### src/rtl/pdm_cic_decimator.sv
// Third-order CIC decimator: 1-bit PDM in (sampled on rising ock), 32-bit PCM out at ock/2**LOG2D.
// Integrators run on synchronised ock edges; a 3-stage comb pipeline follows each decimation tick.
module pdm_cic_decimator #(
  parameter int unsigned LOG2D = 6,
  parameter int unsigned ORDER = 3
) (
  input  logic        clk_i,
  input  logic        rst_ni,
  input  logic        enable_i,
  input  logic        signed_data_i,
  input  logic        ock_i,
  input  logic        sdi_i,
  output logic [31:0] dout_o,
  output logic        dout_valid_o
);

  localparam int unsigned AccW  = 3 * LOG2D + 1;
  localparam int unsigned Shift = 32 - 3 * LOG2D;

  if (ORDER != 3) begin : gen_order_err
    $error("pdm_cic_decimator: ORDER must be 3");
  end
  if (LOG2D < 3 || LOG2D > 10) begin : gen_log2d_err
    $error("pdm_cic_decimator: LOG2D must be in 3..10");
  end

  typedef enum logic [1:0] {StIdle, StFill, StRun} state_e;

  // Input capture: ock through 2 sync flops plus one for edge detect; sdi delayed to match.
  logic [2:0] ock_q;
  logic [1:0] sdi_q;
  logic       bit_en;
  logic       sdi_bit;

  always_ff @(posedge clk_i or negedge rst_ni) begin
    if (!rst_ni) begin
      ock_q <= '0;
      sdi_q <= '0;
    end else begin
      ock_q <= {ock_q[1:0], ock_i};
      sdi_q <= {sdi_q[0], sdi_i};
    end
  end

  assign bit_en  = ock_q[1] & ~ock_q[2];
  assign sdi_bit = sdi_q[1];

  state_e          state_q;
  logic [1:0]      fill_q;
  logic [LOG2D-1:0] phase_q, phase_d;
  logic [AccW-1:0] i1_q, i1_d, i2_q, i2_d, i3_q, i3_d;
  logic [AccW-1:0] i3_prev_q, i3_prev_d, c1_prev_q, c1_prev_d, c2_prev_q, c2_prev_d;
  logic [AccW-1:0] c1_q, c1_d, c2_q, c2_d, c3_q, c3_d;
  logic            tick_q, tick_d, v1_q, v1_d, v2_q, v2_d, v3_q, v3_d;
  logic            clear;

  assign clear = !enable_i || (state_q == StIdle);

  always_comb begin
    phase_d   = phase_q;
    i1_d      = i1_q;
    i2_d      = i2_q;
    i3_d      = i3_q;
    i3_prev_d = i3_prev_q;
    c1_prev_d = c1_prev_q;
    c2_prev_d = c2_prev_q;
    c1_d      = c1_q;
    c2_d      = c2_q;
    c3_d      = c3_q;
    tick_d    = 1'b0;
    v1_d      = tick_q;
    v2_d      = v1_q;
    v3_d      = v2_q;
    if (clear) begin
      phase_d   = '0;
      i1_d      = '0;
      i2_d      = '0;
      i3_d      = '0;
      i3_prev_d = '0;
      c1_prev_d = '0;
      c2_prev_d = '0;
      c1_d      = '0;
      c2_d      = '0;
      c3_d      = '0;
      v1_d      = 1'b0;
      v2_d      = 1'b0;
      v3_d      = 1'b0;
    end else begin
      if (bit_en) begin
        i1_d    = i1_q + {{(AccW-1){1'b0}}, sdi_bit};
        i2_d    = i2_q + i1_q;
        i3_d    = i3_q + i2_q;
        phase_d = phase_q + 1'b1;
        tick_d  = (phase_q == '1);
      end
      if (tick_q) begin
        c1_d      = i3_q - i3_prev_q;
        i3_prev_d = i3_q;
      end
      if (v1_q) begin
        c2_d      = c1_q - c1_prev_q;
        c1_prev_d = c1_q;
      end
      if (v2_q) begin
        c3_d      = c2_q - c2_prev_q;
        c2_prev_d = c2_q;
      end
    end
  end

  always_ff @(posedge clk_i or negedge rst_ni) begin
    if (!rst_ni) begin
      phase_q   <= '0;
      i1_q      <= '0;
      i2_q      <= '0;
      i3_q      <= '0;
      i3_prev_q <= '0;
      c1_prev_q <= '0;
      c2_prev_q <= '0;
      c1_q      <= '0;
      c2_q      <= '0;
      c3_q      <= '0;
      tick_q    <= 1'b0;
      v1_q      <= 1'b0;
      v2_q      <= 1'b0;
      v3_q      <= 1'b0;
    end else begin
      phase_q   <= phase_d;
      i1_q      <= i1_d;
      i2_q      <= i2_d;
      i3_q      <= i3_d;
      i3_prev_q <= i3_prev_d;
      c1_prev_q <= c1_prev_d;
      c2_prev_q <= c2_prev_d;
      c1_q      <= c1_d;
      c2_q      <= c2_d;
      c3_q      <= c3_d;
      tick_q    <= tick_d;
      v1_q      <= v1_d;
      v2_q      <= v2_d;
      v3_q      <= v3_d;
    end
  end

  // Only full scale (R**3) sets the top comb bit; it saturates instead of overflowing 32 bits.
  logic [31:0] mag, u, dout_d;
  always_comb begin
    mag    = 32'(c3_q[AccW-2:0]) << Shift;
    u      = c3_q[AccW-1] ? 32'hFFFF_FFFF : mag;
    dout_d = signed_data_i ? {~u[31], u[30:0]} : u;
  end

  always_ff @(posedge clk_i or negedge rst_ni) begin
    if (!rst_ni) begin
      state_q      <= StIdle;
      fill_q       <= '0;
      dout_o       <= '0;
      dout_valid_o <= 1'b0;
    end else begin
      dout_valid_o <= 1'b0;
      if (!enable_i) begin
        state_q <= StIdle;
        fill_q  <= '0;
      end else begin
        case (state_q)
          StIdle: begin
            state_q <= StFill;
            fill_q  <= '0;
          end
          StFill: begin
            if (v3_q) begin
              if (fill_q == 2'd2) state_q <= StRun;
              else                fill_q  <= fill_q + 2'd1;
            end
          end
          StRun: begin
            if (v3_q) begin
              dout_o       <= dout_d;
              dout_valid_o <= 1'b1;
            end
          end
          default: state_q <= StIdle;
        endcase
      end
    end
  end

endmodule
### config.mk
export PLATFORM = sky130hd
export DESIGN_NAME = pdm_cic_decimator
export DESIGN_NICKNAME = d
export VERILOG_FILES = /design/src/rtl/pdm_cic_decimator.sv
export SDC_FILE = /design/constraint.sdc
export NUM_CORES = 1
export LEC_CHECK = 0
export CORE_UTILIZATION = 50
export DETAILED_ROUTE_END_ITERATION = 8
export DONT_BUFFER_PORTS = 1
export SYNTH_ARGS = -nofsm -noshare
export SYNTH_HDL_FRONTEND = slang
export SYNTH_SLANG_ARGS = --single-unit
### constraint.sdc
create_clock -name clk_i -period 3.92 [get_ports clk_i]
set_clock_uncertainty 0.2 [all_clocks]
set_input_delay 0.392 -clock clk_i [delete_from_list [all_inputs] [get_ports clk_i]]
set_output_delay 0.392 -clock clk_i [all_outputs]
set_load 0.01 [all_outputs]
==> results of run 1 <==
[placed cells by master (no fill, tap or decap), types with 4 or more instances in the layout]
cell type	instances
sky130_fd_sc_hd__a211o_1	4
sky130_fd_sc_hd__a211oi_1	18
sky130_fd_sc_hd__a21o_1	32
sky130_fd_sc_hd__a21oi_1	99
sky130_fd_sc_hd__a31oi_1	8
sky130_fd_sc_hd__and2_1	5
sky130_fd_sc_hd__and3_1	10
sky130_fd_sc_hd__buf_4	17
sky130_fd_sc_hd__clkbuf_1	5
sky130_fd_sc_hd__clkbuf_16	24
sky130_fd_sc_hd__clkbuf_8	7
sky130_fd_sc_hd__clkinv_2	5
sky130_fd_sc_hd__dfrtp_1	208
sky130_fd_sc_hd__dlygate4sd3_1	4
sky130_fd_sc_hd__fa_1	5
sky130_fd_sc_hd__ha_1	94
sky130_fd_sc_hd__inv_1	85
sky130_fd_sc_hd__mux2i_1	78
sky130_fd_sc_hd__nand2_1	141
sky130_fd_sc_hd__nand2b_1	6
sky130_fd_sc_hd__nand3_1	36
sky130_fd_sc_hd__nand3b_1	7
sky130_fd_sc_hd__nand4_1	21
sky130_fd_sc_hd__nor2_1	176
sky130_fd_sc_hd__nor2b_1	13
sky130_fd_sc_hd__nor3_1	24
sky130_fd_sc_hd__o211ai_1	15
sky130_fd_sc_hd__o21a_1	16
sky130_fd_sc_hd__o21ai_0	70
sky130_fd_sc_hd__o21ai_1	22
sky130_fd_sc_hd__o31ai_1	14
sky130_fd_sc_hd__or3_1	15
sky130_fd_sc_hd__or4_1	4
sky130_fd_sc_hd__xnor2_1	46
sky130_fd_sc_hd__xor2_1	35
[cells by family after synthesis]
family,after synthesis
AOI/OAI and AO/OA,339
buffers and inverters,157
xor gates and xnor gates,81
DFF,210
and+or+nand+nor,474
muxes,79
adders and majority gates,99
[through the flow]
step | cells | util, %
floorplan | 1439 | -
global placement | 1715 | 52.3
detailed placement | 1715 | 52.3
CTS | 1763 | 55.6
global route | 1763 | 55.6
finish | 1763 | 55.6
[registers in the layout, indices dropped and copies added (netlist names), 3 cells and up]
| register | cells |
|---|---|
| i2_q | 19 |
| ock_q | 3 |
| c2_q | 19 |
| i3_q | 19 |
| c1_q | 19 |
| dout_o | 19 |
| i3_prev_q | 19 |
| i1_q | 19 |
| c3_q | 19 |
| c2_prev_q | 19 |
| c1_prev_q | 19 |
| phase_q | 6 |
[cell type report]
| class | instances | area share [%] |
|---|---|---|
| Timing Repair Buffer | 22 | 1.34 |
| Multi-Input combinational cell | 1072 | 50.2 |
| Tap cell | 330 | 2.94 |
| Inverter | 85 | 2.27 |
| Clock inverter | 8 | 0.721 |
| Sequential cell | 210 | 37.4 |
| Clock buffer | 36 | 5.09 |
[power groups by stage]
stage	sequential (uW)	combinational, uW	clock [uW]
finish	2180	107	2280
global route	2180	118	2440
CTS	2180	108	2360
detailed placement	2220	105	0
global placement	2220	104	0
floorplan	2220	69.6	0
[worst max-delay path, delay by kind of cell, from the launching register on]
kind,cells,cell delay [ns]
AOI/OAI and AO/OA,6,1.73
adders and majority gates,2,0.65
DFF,1,0.41
xor gates and xnor gates,1,0.16
[routing by layer]
metal | global-route usage (%) | vias up
li1 | - | 4991
met1 | 26.5 | 4641
met2 | 38.7 | 107
met3 | 2.52 | 38
met4 | 4.63 | 0
met5 | 0 | -
[path summary, 6_finish.rpt]
path / start / endpoint / slack [ns] / cells past startpoint
setup / recovery: i2_q[0]$_DFFE_PN0P_ / i3_q[16]$_DFFE_PN0P_ / 0.63 / 9
hold / removal: rst_ni / dout_o[17]$_DFFE_PN0P_ / -0.64 / 0
setup reg to reg: i2_q[0]$_DFFE_PN0P_ / i3_q[16]$_DFFE_PN0P_ / 0.63 / 9
hold reg to reg: sdi_q[0]$_DFF_PN0_ / sdi_q[1]$_DFF_PN0_ / 0.15 / 0
max in group asynchronous: rst_ni / i1_q[15]$_DFFE_PN0P_ / 3.83 / 0
min in group clk_i: enable_i / c1_q[6]$_DFFE_PN0P_ / 0.11 / 2
==> results.toml, run 1 <==
[synth]
synthDistinctLibCells = 68
synthesis.area_mm2 = 0.0129
synth.net_count = 1544
asyncSetResetFlopFracSynth_pct = 100
synth-edff-count = 0
avgSynthCellArea_um2 = 8.99
yosys_register_bits = 210
synth.yosys.seq_area_share_pct = 40.6
synthSimpleGateAreaFrac_pct = 16.6
post_synth_most_frequent_cells = "sky130_fd_sc_hd__dfrtp_1 (210), sky130_fd_sc_hd__nor2_1 (177), sky130_fd_sc_hd__nand2_1 (141)"
yosys.area.top_type_share_pct = 40.6
post_synth_mux_area_share_pct = 6.12
netlist_instances = 1439
post_synth_fa_ha_maj_area_fraction_pct = 9.87
share_of_the_synthesized_netlist_area_taken_by_xor_and_xnor_gates_pct = 5.49
postSynth.topFlopCell = "sky130_fd_sc_hd__dfrtp_1"
synth_top_area_cell = "sky130_fd_sc_hd__dfrtp_1"
synth_top_family_by_area = "simple AND/OR/NAND/NOR gates"
synth-warning-count = 0
most_repeated_cell_in_the_gate_level_netlist_after_synthesis = "sky130_fd_sc_hd__dfrtp_1"
synth-compound-area-share_pct = 16.4
cells_taking_the_most_area_after_synthesis = "sky130_fd_sc_hd__dfrtp_1 (41%), sky130_fd_sc_hd__ha_1 (9.1%), sky130_fd_sc_hd__mux2i_1 (6.0%), sky130_fd_sc_hd__nor2_1 (5.1%), sky130_fd_sc_hd__nand2_1 (4.1%)"

[worst_hold_path]
worst_hold_path_type = "in2async"

[run]
cap_viol_max_count = 0

[sta]
fin_worst_hold_slack_ns = -0.638
grt_setup_unrepaired = "no"
maxSlewHeadroom_pct = 38.7
setup-tns-final_ns = 0
finalSetupViolCount = 0
worstMarginPinSlew_ns = 0.916
max_freq_mhz = 304
finalHoldViolCount = 210
post-route-min-period_ns = 3.29
finalCritPeriodShare_pct = 83.9
timing.final.max_slew_violations = 0
fin_ws_ns = 0.631

[pwr]
ir_worst_vdd_mv = 0.263
p_comb_share_pct = 2.3
swShare_pct = 21.3
cell_internal_pwr_uw = 3600
switching_power_uw = 971
pwr_density_cell_mw_per_mm2 = 325
static-leakage-power_uw = 0.00624
clkPwrFrac_pct = 50.0
seqPwrFrac_pct = 47.7
power.total_uw = 4570

[detailed_routing]
length_of_routed_met2_wiring_um = 13500
detailroute.wirelength.met3_um = 702
dr_total_vias = 9777
drtAntennaViolNets = 0
topRoutingLayerUsed = "met4"
routed_metal_1_wirelength_um = 12300
route.detailed.vias_per_inst = 5.55
avgRoutedWirePerCell_um = 15.3
detail_route.drc_violations = 0
dr.pass1.iters = 5
routed_wirelength_um = 27000
initialDrtViolationCount = 459

[global_routing]
globalRouteOverflowTotal = 0
grt_start_max_net_pins = 211
grt_pass1_wl_um = 46900
antenna_violations_before_repair = 0
grt_pass1_vias = 9789
grt_util_all_layers_pct = 21.2

[clocking]
clkLatencyLatePin_ns = 0.52
post-cts-setup-buffers = 0
cts_inserted_buffers = 24
cts_tree = "done"
ctsRootBufferMaster = "sky130_fd_sc_hd__clkbuf_16"
htree_num_levels = 1
clkSinkCount = 210
clk_pin_slew_worst_paths_ns = 0.06
cts.repair.resized = 0
cts-hold-fix-buffers = 4
clk_path_buf_depth = 3

[outcome]
failed_checks = "hold timing"
status = "finished with violations"

[final_layout]
nets = 1520
register_area_mm2 = 0.00526
drive_above_1_share_pct = 4.95
syn2layout_area_growth_pct = 8.68
multiInputGateArea_mm2 = 0.00706
final.fill_count = 2329
n_antenna_cell = 0
finish.instance_area_mm2 = 0.0141

[floorplan]
placementRows = 58
core_area_mm2 = 0.0253
num_io_pins = 39
die_height_um = 163
effective_utilization_at_floorplan_pct = 51.2
dieArea_mm2 = 0.0265
die_w_um = 163

[placement]
port-buffer-count = 0
post-place-ws_ns = 0.624
gp_congestion = 0.911
half_perimeter_wire_length_of_the_detailed_placement_result_um = 18900
detailed_place.area_mm2 = 0.0132

[critical_path]
worst_path_max_delay_cell = "sky130_fd_sc_hd__a221oi_1"
cp_data_arrival_time_ns = 3.48
slowest_delay_ns = 0.63
cpMostUsedCell = "sky130_fd_sc_hd__o21ai_1"
end_kind = "register"
crit_path_cell_trace = "ha_1, fa_1, a211oi_1, o21ai_1, a221oi_1, o21ai_1, a31oi_1, xor2_1, o21ai_1"
path_max_fanout = 4
ws_path_type = "reg2reg"
worst_ep_required_time_ns = 4.11
critical_path.startpoint_type = "register"
Power figures use the tool's default switching activity.
==> run 2: changes to the inputs <==
- PLACE_DENSITY: not set -> 0.68
- clock period: 3.92 -> 3 ns (I/O delays scaled with it)
==> run 2 against run 1 <==
The run still ends with hold timing left; count of clock-buffer cells in the layout down 1; global-route usage about the same; sequential power up 31%; clock power up 36%; sequential share of layout area down 0.50 points; setup slack worse by 0.54 ns; non-clock buffer count up 11; die area unchanged; first-iteration DRC count up 26%; final cell count up 0.68%; flip-flop and latch count unchanged; critical path type unchanged; critical endpoint is now i2_q[18]$_DFFE_PN0P_; largest power group unchanged.
==> results.toml, run 2 (synthesized netlist as in run 1, its figures left out) <==
[placement]
half_perimeter_wire_length_of_the_detailed_placement_result_um = 18900
gp_congestion = 0.911
port-buffer-count = 0
placedCellCount = 1724
detailed_place.area_mm2 = 0.0133

[critical_path]
setup.reg_to_reg.worst_slack_ns = 0.09
worst_ep_required_time_ns = 3.24
cp_data_arrival_time_ns = 3.15
path_max_fanout = 5
worstPathBufferInverterCount = 0
worst_path_max_delay_cell = "sky130_fd_sc_hd__or4_4"
critical_path.startpoint_type = "register"
crit_path_cell_trace = "ha_2, o21ai_2, a211oi_2, a21boi_2, or4_4, and3b_1, or4_1, a21oi_1"
ws_path_type = "reg2reg"
end_kind = "register"
cpLargestDelayFamily = "simple AND/OR/NAND/NOR gates"
slowest_delay_ns = 0.48

[floorplan]
die_w_um = 163
num_io_pins = 39
placementRows = 58
effective_utilization_at_floorplan_pct = 51.2
dieArea_mm2 = 0.0265
core_area_mm2 = 0.0253
die_height_um = 163

[sta]
finalCritPeriodShare_pct = 97.0
max_freq_mhz = 344
worstMarginPinSlew_ns = 0.810
post-route-min-period_ns = 2.91
setup-tns-final_ns = 0
timing.final.max_slew_violations = 0
fin_worst_hold_slack_ns = -0.718
finalHoldViolCount = 210
finalSetupViolCount = 0
maxSlewHeadroom_pct = 45.8
grt_setup_unrepaired = "no"

[detailed_routing]
routed_wirelength_um = 26800
length_of_routed_met2_wiring_um = 13300
route.detailed.vias_per_inst = 5.51
detail_route.drc_violations = 0
routed_metal_1_wirelength_um = 12100
dr_total_vias = 9779
avgRoutedWirePerCell_um = 15.1
initialDrtViolationCount = 579
detailroute.wirelength.met3_um = 725
dr.pass1.iters = 4
topRoutingLayerUsed = "met4"
drtAntennaViolNets = 0

[clocking]
cts_inserted_buffers = 25
htree_num_levels = 1
clk_path_buf_depth = 3
clkSinkCount = 210
ctsRootBufferMaster = "sky130_fd_sc_hd__clkbuf_16"
clkLatencyLatePin_ns = 0.51
cts-hold-fix-buffers = 4
clk_pin_slew_worst_paths_ns = 0.06
cts_tree = "done"

[pwr]
ir_worst_vdd_mv = 0.437
static-leakage-power_uw = 0.00631
pwr_density_cell_mw_per_mm2 = 429

[final_layout]
finish.cell_count_without_fillers = 1775
finish.utilization_pct = 56.4
n_antenna_cell = 0
final.fill_count = 2278
drive_above_1_share_pct = 6.44
finish.instance_area_mm2 = 0.0142
multiInputGateArea_mm2 = 0.00709
syn2layout_area_growth_pct = 10.1
nets = 1532
final_common_cell = "sky130_fd_sc_hd__dfrtp_1"
most-common-layout-cells = "sky130_fd_sc_hd__dfrtp_1 (209), sky130_fd_sc_hd__nor2_1 (176), sky130_fd_sc_hd__nand2_1 (141), sky130_fd_sc_hd__a21oi_1 (98), sky130_fd_sc_hd__ha_1 (92)"
register_area_mm2 = 0.00526

[global_routing]
grt_util_all_layers_pct = 21.2
globalRouteOverflowTotal = 0
grt_pass1_wl_um = 46600
grt_pass1_vias = 9874
antenna_violations_before_repair = 0
grt_start_max_net_pins = 211

[run]
cap_viol_max_count = 0

[outcome]
failed_checks = "hold timing"
status = "finished with violations"

[worst_hold_path]
worst_hold_path_type = "in2async"
run 2: cell type report:
type	instances	share of cell area (%)
Tap cell	330	2.90
Clock inverter	10	0.914
Sequential cell	210	36.9
Multi-Input combinational cell	1072	49.8
Inverter	85	2.24
Clock buffer	35	5.15
Timing Repair Buffer	33	2.07
run 2: final timing paths:
path                                      from                        end  depth (start not counted)
max in group asynchronous               rst_ni  i3_prev_q[17]$_DFFE_PN0P_                          0
max reg2reg                i1_q[5]$_DFFE_PN0P_       i2_q[18]$_DFFE_PN0P_                          8
min                                     rst_ni     dout_o[21]$_DFFE_PN0P_                          0
min in group clk_i          sdi_q[0]$_DFF_PN0_         sdi_q[1]$_DFF_PN0_                          0
min reg2reg                 sdi_q[0]$_DFF_PN0_         sdi_q[1]$_DFF_PN0_                          0
max                        i1_q[5]$_DFFE_PN0P_       i2_q[18]$_DFFE_PN0P_                          8
run 2: metal layers:
metal | up-vias | GRT usage [%]
li1 | 5008 | -
met1 | 4612 | 26.4
met2 | 107 | 37.8
met3 | 52 | 2.75
met4 | 0 | 6.46
met5 | - | 0
run 2: through the flow:
stage,power (uW),setup slack (ns)
floorplan,2990,0.205
global placement,3040,0.0832
detailed placement,3040,0.0748
CTS,6180,0.0672
global route,6330,0.0119
finish,6110,0.0901
run 2: where the power goes:
| group | leakage, uW | internal [uW] | switching [uW] | total (uW) |
|---|---|---|---|---|
| Sequential | 0.00292 | 2840 | 6.39 | 2850 |
| Clock | 0.000424 | 1950 | 1160 | 3110 |
| Combinational | 0.00297 | 44.9 | 99.2 | 144 |
| Total | 0.00631 | 4840 | 1270 | 6110 |
run 2: what timing repair did:
item | in CTS | in global routing
gates resized for setup | 0 | 9
hold endpoints to repair | 219 | 210
setup buffers | 0 | 2
endpoints found under the setup margin | 0 | 8
==> run 3: changes to the inputs <==
- CTS_CLUSTER_SIZE: not set -> 20
- PLACE_DENSITY: 0.68 -> not set
- clock period: 3 -> 3.1 ns (I/O delays scaled with it)
==> run 3 against run 2 <==
The flow still finishes with violations (hold timing); clock power is 8.0% lower; hold slack better by 0.0062 ns; sequential share of layout area increased by 0.31 points; final cell count decreased by 0.17%; die area unchanged; critical path depth stayed put; critical path type unchanged; critical endpoint unchanged; largest power group unchanged; highest routed layer unchanged.
==> results.toml, run 3 (synthesized netlist as in run 1, its figures left out) <==
[pwr]
swShare_pct = 21.5
static-leakage-power_uw = 0.00628
pwr_density_cell_mw_per_mm2 = 408
cell_internal_pwr_uw = 4520
clkPwrFrac_pct = 49.8
ir_worst_vdd_mv = 0.459
p_comb_share_pct = 2.4
seqPwrFrac_pct = 47.8
switching_power_uw = 1240

[outcome]
failed_checks = "hold timing"
status = "finished with violations"

[sta]
timing.final.max_slew_violations = 0
post-route-min-period_ns = 2.95
setup-tns-final_ns = 0
finalSetupViolCount = 0
maxSlewHeadroom_pct = 43.5
finalHoldViolCount = 210
finalCritPeriodShare_pct = 95.3
fin_worst_hold_slack_ns = -0.712
worstMarginPinSlew_ns = 0.845
grt_setup_unrepaired = "no"
fin_ws_ns = 0.145
max_freq_mhz = 338

[clocking]
clk_pin_slew_worst_paths_ns = 0.06
cts_tree = "done"
htree_num_levels = 1
clkSinkCount = 210
clkLatencyLatePin_ns = 0.53
cts-hold-fix-buffers = 4
clk_path_buf_depth = 3
cts_inserted_buffers = 25
post-cts-setup-buffers = 0
ctsRootBufferMaster = "sky130_fd_sc_hd__clkbuf_16"

[global_routing]
grt_start_max_net_pins = 211
grt_util_all_layers_pct = 21.7
grt_pass1_vias = 9867
globalRouteOverflowTotal = 0
antenna_violations_before_repair = 0
grt_pass1_wl_um = 47700

[detailed_routing]
avgRoutedWirePerCell_um = 15.5
route.detailed.vias_per_inst = 5.55
dr.pass1.iters = 4
initialDrtViolationCount = 446
routed_wirelength_um = 27400
drtAntennaViolNets = 0
detail_route.drc_violations = 0
dr_total_vias = 9843

[placement]
placedCellCount = 1722
post-place-ws_ns = 0.109
half_perimeter_wire_length_of_the_detailed_placement_result_um = 19100
gp_congestion = 0.909
port-buffer-count = 0

[final_layout]
syn2layout_area_growth_pct = 9.24
final.fill_count = 2323
final_common_cell = "sky130_fd_sc_hd__dfrtp_1"
finish.utilization_pct = 55.9
most-common-layout-cells = "sky130_fd_sc_hd__dfrtp_1 (208), sky130_fd_sc_hd__nor2_1 (176), sky130_fd_sc_hd__nand2_1 (141), sky130_fd_sc_hd__a21oi_1 (99), sky130_fd_sc_hd__ha_1 (94)"
finish.cell_count_without_fillers = 1772
nets = 1528
drive_above_1_share_pct = 5.62
n_antenna_cell = 0

[critical_path]
critical_path.startpoint_type = "register"
worst_ep_required_time_ns = 3.35
end_kind = "register"
path_max_fanout = 5
cp_data_arrival_time_ns = 3.21
ws_path_type = "reg2reg"

[floorplan]
core_area_mm2 = 0.0253
num_io_pins = 39
die_height_um = 163
effective_utilization_at_floorplan_pct = 51.2
dieArea_mm2 = 0.0265
die_w_um = 163
placementRows = 58

[worst_hold_path]
worst_hold_path_type = "in2async"

[run]
cap_viol_max_count = 0
[run 3: cell count changes in the layout (fill, tap and decap cells not counted), sizes merged]
cell      delta
buf          -4
clkbuf       +3
bufinv       -2
clkinvlp     -2
clkinv       +1
inv          +1
[run 3: metrics by stage]
step	cell area, um^2	hold slack [ns]	power [uW]
floorplan	12900	-0.186	2890
global placement	13300	-0.182	2940
detailed placement	13300	-0.182	2940
CTS	14100	-0.740	5840
global route	14100	-0.726	5970
finish	14100	-0.712	5760
[run 3: what timing repair did]
item | CTS | global route
endpoints found under the setup margin | 0 | 4
gates resized for setup | 0 | 3
hold endpoints to repair | 218 | 210
[run 3: final cells by class]
type	count	area, um^2	share of cell area (%)
inverter	85	319	2.26
clock buffer	38	744	5.27
clock inverter	8	68.8	0.487
timing repair buffer	29	253	1.79
sequential	210	5260	37.2
multi-input combinational	1072	7070	50.1
tap	330	413	2.92
[run 3: layer usage]
layer | track usage [%] | part of all wire (%) | routed length (um)
met5 | 0 | 0 | 0
met1 | 26.8 | 45 | 12200
met4 | 5.35 | 2.4 | 656
met3 | 2.42 | 2.5 | 681
met2 | 40.1 | 50 | 13800
[run 3: critical path, stage by stage, from the launching register on]
cell and delay (ns):
sky130_fd_sc_hd__dfrtp_1 0.43, sky130_fd_sc_hd__ha_1 0.42, sky130_fd_sc_hd__o21ai_2 0.09, sky130_fd_sc_hd__a211oi_2 0.34, sky130_fd_sc_hd__a21boi_2 0.11, sky130_fd_sc_hd__or4_4 0.48, sky130_fd_sc_hd__and3b_1 0.20, sky130_fd_sc_hd__or4_1 0.46
sky130_fd_sc_hd__a21oi_1 0.15
[run 3: worst paths after layout]
check | to | cells past startpoint | startpoint | slack, ns
hold / removal | fill_q[0]$_DFFE_PN0P_ | 0 | rst_ni | -0.71
setup / recovery | i2_q[18]$_DFFE_PN0P_ | 8 | i1_q[5]$_DFFE_PN0P_ | 0.15
setup reg to reg | i2_q[18]$_DFFE_PN0P_ | 8 | i1_q[5]$_DFFE_PN0P_ | 0.15
hold reg to reg | sdi_q[1]$_DFF_PN0_ | 0 | sdi_q[0]$_DFF_PN0_ | 0.16
max in group asynchronous | v2_q$_DFF_PN0_ | 0 | rst_ni | 3.05
min in group clk_i | c3_q[11]$_DFFE_PN0P_ | 2 | enable_i | 0.01
[run 3: power groups by stage]
stage / combinational [uW] / clock [uW] / sequential (uW)
2_1_floorplan: 87.9 / 0 / 2800
5_1_grt: 152 / 3070 / 2750
6_report: 138 / 2860 / 2750
4_1_cts: 140 / 2950 / 2750
3_3_place_gp: 135 / 0 / 2800
3_5_place_dp: 135 / 0 / 2800
